==> config.mk <==
export PLATFORM = sky130hd
export DESIGN_NAME = rot_arbiter
export DESIGN_NICKNAME = d
export VERILOG_FILES = /design/src/rtl/rot_pkg.sv /design/src/rtl/rot_unit.sv /design/src/rtl/rot_arbiter.sv
export SDC_FILE = /design/constraint.sdc
export NUM_CORES = 1
export LEC_CHECK = 0
export ABC_AREA = 0
export BUFFER_PORTS_ARGS = -buffer_cell sky130_fd_sc_hd__buf_2
export CAP_MARGIN = 20
export CORE_ASPECT_RATIO = 1.75
export CORE_MARGIN = 5
export CORE_UTILIZATION = 45
export DETAILED_ROUTE_END_ITERATION = 10
export GPL_ROUTABILITY_DRIVEN = 0
export GPL_TIMING_DRIVEN = 0
export PLACE_DENSITY_LB_ADDON = 0.05
export REMOVE_ABC_BUFFERS = 1
export SETUP_SLACK_MARGIN = 0.1
export SLEW_MARGIN = 15
export SYNTH_ARGS = -nofsm -noshare
export SYNTH_HDL_FRONTEND = slang
export SYNTH_HIERARCHICAL = 1
export SYNTH_SLANG_ARGS = --single-unit
==> constraint.sdc <==
create_clock -name clk -period 3.01 [get_ports clk]
set_input_delay 0.602 -clock clk [delete_from_list [all_inputs] [get_ports clk]]
set_output_delay 0.602 -clock clk [all_outputs]
set_load 0.1 [all_outputs]
==> src/rtl/rot_pkg.sv <==
// Shared types and the rotate-left helper for the rot_arbiter datapath.
// The same rotl function is used by the RTL rotate unit and by the bench model.
package rot_pkg;

    localparam int DATA_W  = 8;
    localparam int SHIFT_W = 3;

    typedef logic [DATA_W-1:0]  rot_data_t;
    typedef logic [SHIFT_W-1:0] rot_shift_t;

    // Left-rotate: concatenate the byte with itself, shift, keep the upper copy.
    function automatic rot_data_t rotl(input rot_data_t d, input rot_shift_t k);
        logic [2*DATA_W-1:0] dbl;
        dbl = {d, d} << k;
        return dbl[2*DATA_W-1:DATA_W];
    endfunction

endpackage

==> src/rtl/rot_unit.sv <==
// Purely combinational 8-bit left-rotate; one copy sits behind the grant mux.
module rot_unit
    import rot_pkg::*;
(
    input  logic [DATA_W-1:0]  din,
    input  logic [SHIFT_W-1:0] shift,
    output logic [DATA_W-1:0]  dout
);

    assign dout = rotl(din, shift);

endmodule

==> src/rtl/rot_arbiter.sv <==
// Shares one left-rotate datapath among NUM_REQ valid/ready requesters.
// A single-entry result register holds the rotated operand and winner index.
// Build option: define ROT_ARB_RR_EN for round-robin arbitration; without it
// the lowest asserted requester index always wins (fixed priority).
module rot_arbiter
    import rot_pkg::*;
#(
    parameter int NUM_REQ = 4,
    parameter int ID_W    = (NUM_REQ > 1) ? $clog2(NUM_REQ) : 1
) (
    input  logic                       clk,
    input  logic                       rst,
    input  logic [NUM_REQ-1:0]         req_valid,
    input  logic [NUM_REQ*DATA_W-1:0]  req_data,
    input  logic [NUM_REQ*SHIFT_W-1:0] req_shift,
    output logic [NUM_REQ-1:0]         req_ready,
    output logic                       res_valid,
    input  logic                       res_ready,
    output logic [DATA_W-1:0]          res_data,
    output logic [ID_W-1:0]            res_id
);

    logic              vld_p1;
    logic [DATA_W-1:0] data_p1;
    logic [ID_W-1:0]   id_p1;

    logic               slot_free_p0;
    logic               gnt_any_p0;
    logic [ID_W-1:0]    gnt_id_p0;
    logic [DATA_W-1:0]  sel_data_p0;
    logic [SHIFT_W-1:0] sel_shift_p0;
    logic [DATA_W-1:0]  rot_p0;

    // ---- stage p0: grant, operand mux, rotate ----
    assign slot_free_p0 = !vld_p1 || res_ready;

`ifdef ROT_ARB_RR_EN
    logic [ID_W-1:0] last_grant;

    // Round-robin: scan from the requester after the previous winner, wrapping.
    always_comb begin
        gnt_any_p0 = 1'b0;
        gnt_id_p0  = '0;
        for (int off = 1; off <= NUM_REQ; off++) begin
            if (!gnt_any_p0 && req_valid[(int'(last_grant) + off) % NUM_REQ]) begin
                gnt_any_p0 = 1'b1;
                gnt_id_p0  = ID_W'((int'(last_grant) + off) % NUM_REQ);
            end
        end
        if (rst || !slot_free_p0) begin
            gnt_any_p0 = 1'b0;
            gnt_id_p0  = '0;
        end
    end

    // Remember the winner of each transfer; reset favours requester 0 next.
    always_ff @(posedge clk or posedge rst) begin
        if (rst) begin
            last_grant <= ID_W'(NUM_REQ - 1);
        end else if (gnt_any_p0) begin
            last_grant <= gnt_id_p0;
        end
    end
`else
    // Fixed priority: the lowest asserted index wins (descending scan, last hit kept).
    always_comb begin
        gnt_any_p0 = 1'b0;
        gnt_id_p0  = '0;
        for (int i = NUM_REQ - 1; i >= 0; i--) begin
            if (req_valid[i]) begin
                gnt_any_p0 = 1'b1;
                gnt_id_p0  = ID_W'(i);
            end
        end
        if (rst || !slot_free_p0) begin
            gnt_any_p0 = 1'b0;
            gnt_id_p0  = '0;
        end
    end
`endif

    // Grant is derived from valids, pointer and slot state only, never from data.
    assign req_ready = gnt_any_p0 ? (NUM_REQ'(1) << gnt_id_p0) : '0;

    assign sel_data_p0  = req_data[int'(gnt_id_p0)*DATA_W +: DATA_W];
    assign sel_shift_p0 = req_shift[int'(gnt_id_p0)*SHIFT_W +: SHIFT_W];

    rot_unit u_rot (
        .din   (sel_data_p0),
        .shift (sel_shift_p0),
        .dout  (rot_p0)
    );

    // ---- stage p1: single-entry result register ----
    // Load on transfer (overwrite allowed while draining), clear on a bare drain.
    always_ff @(posedge clk or posedge rst) begin
        if (rst) begin
            vld_p1  <= 1'b0;
            data_p1 <= '0;
            id_p1   <= '0;
        end else if (gnt_any_p0) begin
            vld_p1  <= 1'b1;
            data_p1 <= rot_p0;
            id_p1   <= gnt_id_p0;
        end else if (res_ready) begin
            vld_p1  <= 1'b0;
        end
    end

    assign res_valid = vld_p1;
    assign res_data  = data_p1;
    assign res_id    = id_p1;

endmodule

* Yosys cells after proc, flatten, opt, wreduce, memory -nomap -nowiden
Cells that the tools add are included.
** Word-level totals
- Bits in registers :: 11
** Cells by class
- Multipliers :: 1
- Reduce and logical (&&, ||, !) cells :: 5
- Shifts and indexed selects :: 4
- Muxes and demuxes :: 13
** Operators with widths (count)
- 32-bit by 6-bit variable part select with 8-bit output :: 1
- 16-bit by 3-bit << shifter with 16-bit output :: 1
- 12-bit by 5-bit variable part select with 3-bit output :: 1
- 2-bit 2-to-1 mux :: 5
- 1-bit 2-to-1 mux :: 7
- 2-bit by 2-bit multiplier with 4-bit output (second input constant) :: 1
- 4-bit 2-to-1 mux :: 1
- 1-bit by 2-bit << shifter with 4-bit output (first input constant) :: 1
- 1-bit zero test :: 2
- 1-bit logical OR :: 2
- 2-bit nonzero test :: 1

* Depth between registers and ports, before layout
Gate-level depths: netlist of the first run.
- Depth after elaboration :: 8
- Gate-level depth with buffers :: 9
- Gate-level depth less buffers :: 7

* Modules after synthesis
The synthesis of the first run kept the hierarchy.
** Modules (own cells, without submodules)
- rot_arbiter :: seq. area each 275.3 um2, area an instance 882.1 um2, instances 1, cells an instance 102
- rot_unit :: seq. area each 0.0 um2, area an instance 326.6 um2, instances 1, cells an instance 19

* Worst setup path after synthesis of the first run
Ideal clock, no wire load.
- Path type :: register to output
- Start point :: reg vld_p1 (netlist: res_valid)
- End point :: out req_ready[2]
- Setup slack :: -0.350 ns
- Arrival :: 2.758 ns
- Buffers on the path :: 1
- Cell stages (with the launch flop) :: 5
- Cell sequence :: dfrtp_1 and2b_2 a2111oi_4 clkbuf_8 nor2_1
** On the way
- Longest elaborated chain between the ends :: 7
- Elaborated cells between the ends (all ways) :: 8
- Those cells by class :: 1 x shift; 3 x mux; 4 x reduce/logical
** RTL lines
- from (decl) :: RTL line rot_arbiter.sv:23 : logic vld_p1;
- from (signal assigned) :: RTL line rot_arbiter.sv:98 : vld_p1 <= 1'b0;
- from (signal assigned) :: RTL line rot_arbiter.sv:102 : vld_p1 <= 1'b1;
- from (signal assigned) :: RTL line rot_arbiter.sv:106 : vld_p1 <= 1'b0;
- 1-bit zero test * :: RTL line rot_arbiter.sv:35 : assign slot_free_p0 = !vld_p1 || res_ready;
- 1-bit logical OR * :: RTL line rot_arbiter.sv:35
- 1-bit zero test * :: RTL line rot_arbiter.sv:75 : if (rst || !slot_free_p0) begin
- 1-bit logical OR * :: RTL line rot_arbiter.sv:75
- 2-bit 2-to-1 mux :: RTL line rot_arbiter.sv:75
- 1-bit by 2-bit << shifter with 4-bit output :: RTL line rot_arbiter.sv:83 : assign req_ready = gnt_any_p0 ? (NUM_REQ'(1) << gnt_id_p0) : '0;
- 4-bit 2-to-1 mux * :: RTL line rot_arbiter.sv:83
- to (decl) :: RTL line rot_arbiter.sv:16 : output logic [NUM_REQ-1:0] req_ready,
Mark *: on every way between the ends. The rest lies on a longest branch, timed or not.

* Worst setup path in the final report of the first run
- Start point :: in req_valid[1]
- End point :: reg data_p1[1] (netlist: res_data[1])
** On the way
- Longest elaborated chain between the ends :: 6
- Elaborated cells between the ends (all ways) :: 10
- Those cells by class :: 1 x mul; 3 x shift; 6 x mux
** RTL lines
- from (decl) :: RTL line rot_arbiter.sv:13 : input logic [NUM_REQ-1:0] req_valid,
- 2-bit 2-to-1 mux (2 in series) :: RTL line rot_arbiter.sv:70 : if (req_valid[i]) begin
- 2-bit 2-to-1 mux :: RTL line rot_arbiter.sv:75
- 2-bit by 2-bit multiplier with 4-bit output :: RTL line rot_arbiter.sv:86 : assign sel_shift_p0 = req_shift[int'(gnt_id_p0)*SHIFT_W +: SHIFT_W];
- 12-bit by 5-bit variable part select with 3-bit output :: RTL line rot_arbiter.sv:86
- via sel_shift_p0[2] :: RTL line rot_arbiter.sv:31 : logic [SHIFT_W-1:0] sel_shift_p0;
- 16-bit by 3-bit << shifter with 16-bit output :: RTL line rot_pkg.sv:14 : dbl = {d, d} << k;
- via rot_p0[1] :: RTL line rot_arbiter.sv:32 : logic [DATA_W-1:0] rot_p0;
- to (signal assigned) :: RTL line rot_arbiter.sv:103 : data_p1 <= rot_p0;
- to (decl) :: RTL line rot_arbiter.sv:24 : logic [DATA_W-1:0] data_p1;
The timed path passes the listed nets, and every way through them passes these cells.
A chain may end at the register's enable or synchronous reset.

==> run summary, run 1 <==
final hold viol count: 0
post-synthesis simple-gate area fraction: 18.2%
final hold slack: 0.466 ns
Tmin final: 2.83 ns
hpwl dp: 2.70 mm
highest net fanout along the worst path: 8
asr flop ratio synth: 100%
Power Density: 593 nW/um^2
Die ar.: 3860 um^2
number of iterations in the first detailed-routing pass: 4
GRT Residual Overflow: 0
Seq/Total Area, Yosys: 22.8%
Flop pwr share: 20.9%
cells along the critical path: buf_2 > inv_2 > a2111oi_4 > buf_4 > a21oi_1 > a32oi_4 > buf_12 > mux4_1 > mux2_2 > mux2_2
Avg WL per Cell: 16.6 um
final-report max-slew violation count: 0
Die Width: 49.2 um
share of layout cells above drive strength 1: 58.4%
f_max: 0.354 GHz
initial antenna violation count: 0
root buf cell: clkbuf_8
residual DRC count: 0
Synth Flop Type: dfrtp_1
Clock Sinks: 11
Crit path top cell by count: mux2_2
largest cells by area after synthesis: dfrtp_1 23%, mux4_1 17%, mux2_2 15%
clk_lat worst skew: 0.23 ns
worst min-delay path class: reg2reg
Reg-to-Reg Start: res_valid$_DFFE_PP0P_
critical path startpoint: req_valid[1]
area share of the largest cell type after synthesis: 22.8%
Tcrit/Tclk final: 93.9%
XOR/XNOR Fraction of Synth Area: 0%
clock power share: 14.0%
multiplexer share of the synthesized area: 32.3%
FP Rows: 25
DIE HEIGHT: 78.6 um
CTS tree: yes
H-Tree Depth: 1
hold_sp: res_id[0]$_DFFE_PP0P_
diode count: 0
Max-slew headroom: 50.8%
total track usage: 19.7%
Critical Path RT: 3.12 ns
Post-Syn Area: 1210 um^2
Synth Register Bits: 11
Worst VDD drop: 278 uV
Syn Area/Cell: 9.99 um^2
Max clock buf depth: 2
Cell variety after synth: 24
largest family of logic cells by synthesized area: multiplexers
Synth Area in Adders: 0%
CP Class: in2reg
Num CTS Buffers: 3
Non-Filler Instances: 224
switching power: 0.000554 W
R2R setup slack: 0.28 ns
CP peak stage delay: 0.57 ns
core area: 2660 um^2
Lkg Pwr: 0.849 nW
Post-synth EDFFs: 0
Starting Density: 45.5%
combinational power share: 65.1%
Routed Antenna Nets: 0
initial DRC count: 31
YS warnings: 6
Reg clk slew, reported paths: 0.05 ns
Area Growth Syn to Fin: 42.6%
total power: 0.00102 W
status: complete, no violations
switching share of total power: 54.2%
first-pass GRT wire length: 6.23 mm
largest net degree at the start of global routing: 14
complex-gate fraction of the synthesized area: 17.7%
number of top-level pins: 66
Synth Instances: 121
Synth area leader: dfrtp_1
nets: 249
number of global-route vias before repair: 1444
unrepaired setup endpoints after global routing: false
Placed Cells: 205
crit path launch type: input port
crit path DAT: 2.94 ns
Final Setup Violations: 0
final clock skew: 0.00330 ns
max cap viols: 0
P_int: 0.000468 W
Worst setup EP type: flop
Least-Margin Pin Slew: 0.738 ns
final WL: 3.72 mm
DR vias/cell: 5.86
port buffer count: 65
via count: 1313
critical path's slowest cell: mux4_1
-- cell families (layout without fill, tap and decap cells) --
group           count (synthesis)  count (layout)
compound gates                 26              27
flops                          11              11
mux                            24              24
buf+inv                        12              87
simple gates                   48              48
-- metal layers --
layer / vias to the layer above / GRT usage, % / part of all wire, %
met2: 55 / 39.9 / 59
met5: - / 0 / 0
met1: 635 / 18.7 / 33
li1: 613 / - / -
met3: 10 / 2.47 / 6.0
met4: 0 / 7.55 / 2.0
-- power groups by stage --
stage / Sequential (W) / Combinational [W] / Clock [W]
after floorplan: 0.000542 / 0.000181 / 0
after global placement: 0.000213 / 0.000622 / 0
after detailed placement: 0.000216 / 0.000631 / 0
after CTS: 0.000214 / 0.000663 / 0.000145
after global routing: 0.000219 / 0.000697 / 0.000156
final: 0.000213 / 0.000666 / 0.000143
-- layout by cell type, fill, tap and decap left out, types with 2 or more instances in the layout --
cell       instances
a2111oi_4          2
a21o_1             2
a21oi_1           11
a32oi_1            9
and2_2             2
buf_2             65
buf_4             13
clkbuf_8           3
dfrtp_1           11
mux2_2            16
mux4_1             8
nand2_1           34
nor2_1             2
-- per-stage QoR --
stage / TNS (ns) / util (%) / setup WS, ns / cell area (um^2)
after floorplan: -6.61 / - / -0.777 / 1110
after global placement: -8.11 / 55.3 / -0.974 / 1470
final: 0 / 64.8 / 0.185 / 1720
after detailed placement: -9.08 / 55.5 / -1.09 / 1480
after CTS: 0 / 63.6 / 0.105 / 1690
after global routing: 0 / 64.8 / 0.0984 / 1720
-- state kept, by name (all words and copies together) (netlist names) --
| signal | cells |
|---|---|
| res_id | 2 |
| res_valid | 1 |
| res_data | 8 |
-- synth_stat cells (all sizes together) (2+ instances only) --
| library cell | number |
|---|---|
| nand2 | 35 |
| mux2 | 16 |
| a21oi | 11 |
| a32oi | 11 |
| dfrtp | 11 |
| mux4 | 8 |
| buf | 5 |
| clkbuf | 4 |
| inv | 3 |
| nor2 | 3 |
| a21o | 2 |
| and2 | 2 |
| nand2b | 2 |
-- worst max-delay path, delay by kind of cell --
family	cells	cell delay, ns
mux	3	1.13
compound gates	3	0.61
buf+inv	4	0.58
-- final cells by class --
cell class	count	area (um^2)
repair buffers	80	454
clock buffers	4	45.0
well taps	27	33.8
fillers	235	935
inverters	3	15.0
flip-flops and latches	11	275
multi-input cells	99	901
-- path summary, 6_finish.rpt --
path | to | cells past startpoint
worst max-delay path | res_data[1]$_DFFE_PP0P_ | 10
worst min-delay path | res_id[0]$_DFFE_PP0P_ | 1
worst max register to register | res_data[1]$_DFFE_PP0P_ | 9
worst min register to register | res_id[0]$_DFFE_PP0P_ | 1
max in group asynchronous | res_data[2]$_DFFE_PP0P_ | 3
min in group asynchronous | res_valid$_DFFE_PP0P_ | 3
-- what timing repair did --
action,4_1_cts,5_1_grt
hold buffers,0,0
pin swaps,5,2
gates resized for setup,10,5
endpoints found under the setup margin,11,8
buffers inserted,11,3
cloned,1,0
Power figures use the tool's default switching activity.
==> inputs of run 2 (changes only) <==
--- a/config.mk
+++ b/config.mk
@@ -14,7 +14,9 @@
 export DETAILED_ROUTE_END_ITERATION = 10
 export GPL_ROUTABILITY_DRIVEN = 0
 export GPL_TIMING_DRIVEN = 0
+export MAX_ROUTING_LAYER = met4
 export PLACE_DENSITY_LB_ADDON = 0.05
+export RECOVER_POWER = 25
 export REMOVE_ABC_BUFFERS = 1
 export SETUP_SLACK_MARGIN = 0.1
 export SLEW_MARGIN = 15
==> run 2 against run 1 <==
Non-clock buffer count is the same. Die area is the same. Power is essentially flat. Highest routed layer unchanged. Maximum frequency is essentially flat. Critical path type unchanged. Sequential share of layout area grew 0.058 points. Worst hold slack is essentially flat. Register-to-register slack is essentially flat. Design area shrank 0.36%. Clock skew shrank 0.0012 ns. Global-route usage grew 0.52 points. Largest cell class unchanged.
==> run summary, run 2 (synthesis gave the netlist of run 1 again) <==
status: complete, no violations
commonest non-fill, non-tap cells in the layout: 65 x buf_2, 34 x nand2_1, 16 x mux2_2
Reg clk slew, reported paths: 0.05 ns (about the same)
share of layout cells above drive strength 1: 57.9% (-0.51 points)
Num CTS Buffers: 3 (unchanged)
Placed Cells: 205 (unchanged)
final WL: 3.71 mm (-0.35%)
H-Tree Depth: 1 (unchanged)
Clock Sinks: 11 (unchanged)
Worst setup EP type: flop
Setup WS post-layout: 0.186 ns (+0.000848 ns)
max reg flops: 8 (unchanged)
dpl ws: -1.09 ns (unchanged)
initial DRC count: 47 (+52%)
Routed Antenna Nets: 0 (unchanged)
total track usage: 20.2% (+0.52 points)
Area Growth Syn to Fin: 42.1%
largest net degree at the start of global routing: 14 (unchanged)
Die ar.: 3860 um^2 (unchanged)
first-pass GRT wire length: 6.23 mm (unchanged)
Avg WL per Cell: 16.6 um (-0.35%)
Lkg Pwr: 0.846 nW (-0.43%)
commonest non-fill, non-tap cell in the layout: buf_2
final clock skew: 0.00210 ns (-0.00120 ns)
FP Rows: 25 (unchanged)
core area: 2660 um^2 (unchanged)
Starting Density: 45.5% (unchanged)
DIE HEIGHT: 78.6 um (unchanged)
Critical Path RT: 3.12 ns (about the same)
port buffer count: 65 (unchanged)
residual DRC count: 0 (unchanged)
clk_lat worst skew: 0.23 ns (about the same)
cts hold-fix bufs: 0 (unchanged)
Worst VDD drop: 278 uV (about the same)
Max-slew headroom: 52.1% (+1.3 points)
crit path launch type: input port
max cap viols: 0 (unchanged)
final-report max-slew violation count: 0 (unchanged)
CTS tree: yes
nets: 249 (unchanged)
DR vias/cell: 5.92 (+1.1%)
Die Width: 49.2 um (unchanged)
Tcrit/Tclk final: 93.8% (about the same)
via count: 1327 (+1.1%)
number of top-level pins: 66 (unchanged)
hpwl dp: 2.70 mm (unchanged)
worst min-delay path class: reg2reg
initial antenna violation count: 0 (unchanged)
root buf cell: clkbuf_8
Power Density: 595 nW/um^2 (+0.37%)
diode count: 0 (unchanged)
final hold viol count: 0 (unchanged)
Final Setup Violations: 0 (unchanged)
highest net fanout along the worst path: 8 (unchanged)
number of global-route vias before repair: 1444 (unchanged)
Non-Filler Instances: 224 (unchanged)
# fillers: 237 (+0.85%)
Tmin final: 2.82 ns (-0.000848 ns)
Least-Margin Pin Slew: 0.718 ns (-0.0197 ns)
crit path DAT: 2.94 ns (about the same)
Max clock buf depth: 2 (unchanged)
unrepaired setup endpoints after global routing: false
f_max: 0.354 GHz (about the same)
CP Class: in2reg
GRT Residual Overflow: 0 (unchanged)
number of iterations in the first detailed-routing pass: 4 (unchanged)
## run 2: changes by cell type in the layout (fill, tap and decap cells not counted), sizes merged
cell | before | now
buf | 80 | 79
clkbuf | 4 | 5
## run 2: repair_timing
| action | in CTS | in global routing |
|---|---|---|
| pin swaps | 5 | 2 |
| gates cloned | 1 | 0 |
| endpoints found under the setup margin | 11 | 8 |
| resized for setup | 10 | 5 |
| setup buffers | 11 | 3 |
## run 2: metal layers
layer | track usage [%] | wire [um] | up-vias
li1 | - | - | 613
met2 | 39.9 | 2180 | 55
met3 | 1.71 | 207 | 10
met1 | 19.2 | 1230 | 649
met4 | 7.55 | 85 | 0
met5 | - | 0 | -
## run 2: critical path: stages
cell	delay, ns
buf_2	0.15
inv_2	0.08
a2111oi_4	0.34
buf_4	0.20
a21oi_1	0.07
a32oi_4	0.19
buf_12	0.15
mux4_1	0.57
mux2_2	0.29
mux2_2	0.27
## run 2: final timing paths
kind,slack [ns],endpoint,start,depth (start not counted)
setup / recovery,0.19,res_data[1]$_DFFE_PP0P_,req_valid[1],10
hold / removal,0.47,res_id[0]$_DFFE_PP0P_,res_id[0]$_DFFE_PP0P_,1
setup reg to reg,0.28,res_data[1]$_DFFE_PP0P_,res_valid$_DFFE_PP0P_,9
hold reg to reg,0.47,res_id[0]$_DFFE_PP0P_,res_id[0]$_DFFE_PP0P_,1
max in group asynchronous,1.91,res_data[3]$_DFFE_PP0P_,rst,3
min in group asynchronous,0.69,res_valid$_DFFE_PP0P_,rst,3
## run 2: stage by stage
stage	setup TNS, ns	hold WS, ns	util, %	instance area [um^2]	power (W)
2_1_floorplan	-6.61	0.473	-	1110	0.000724
3_3_place_gp	-8.11	0.454	55.3	1470	0.000835
3_5_place_dp	-9.08	0.461	55.5	1480	0.000847
4_1_cts	0	0.472	63.6	1690	0.00102
5_1_grt	0	0.511	64.6	1720	0.00107
6_report	0	0.466	64.6	1720	0.00102
## run 2: report_power, final
group / internal, W / leakage, nW / switching, W
clock: 0.0000926 / 0.0228 / 0.0000512
sequential: 0.000192 / 0.131 / 0.0000207
combinational: 0.000183 / 0.692 / 0.000482
total: 0.000468 / 0.846 / 0.000554
## run 2: cell type report
type                       count  area, um^2  area share, %
multi-input combinational     99         901           52.4
clock buffer                   4        45.0           2.62
tap                           27        33.8           1.97
sequential                    11         275           16.0
inverter                       3        12.5          0.728
timing repair buffer          80         450           26.2
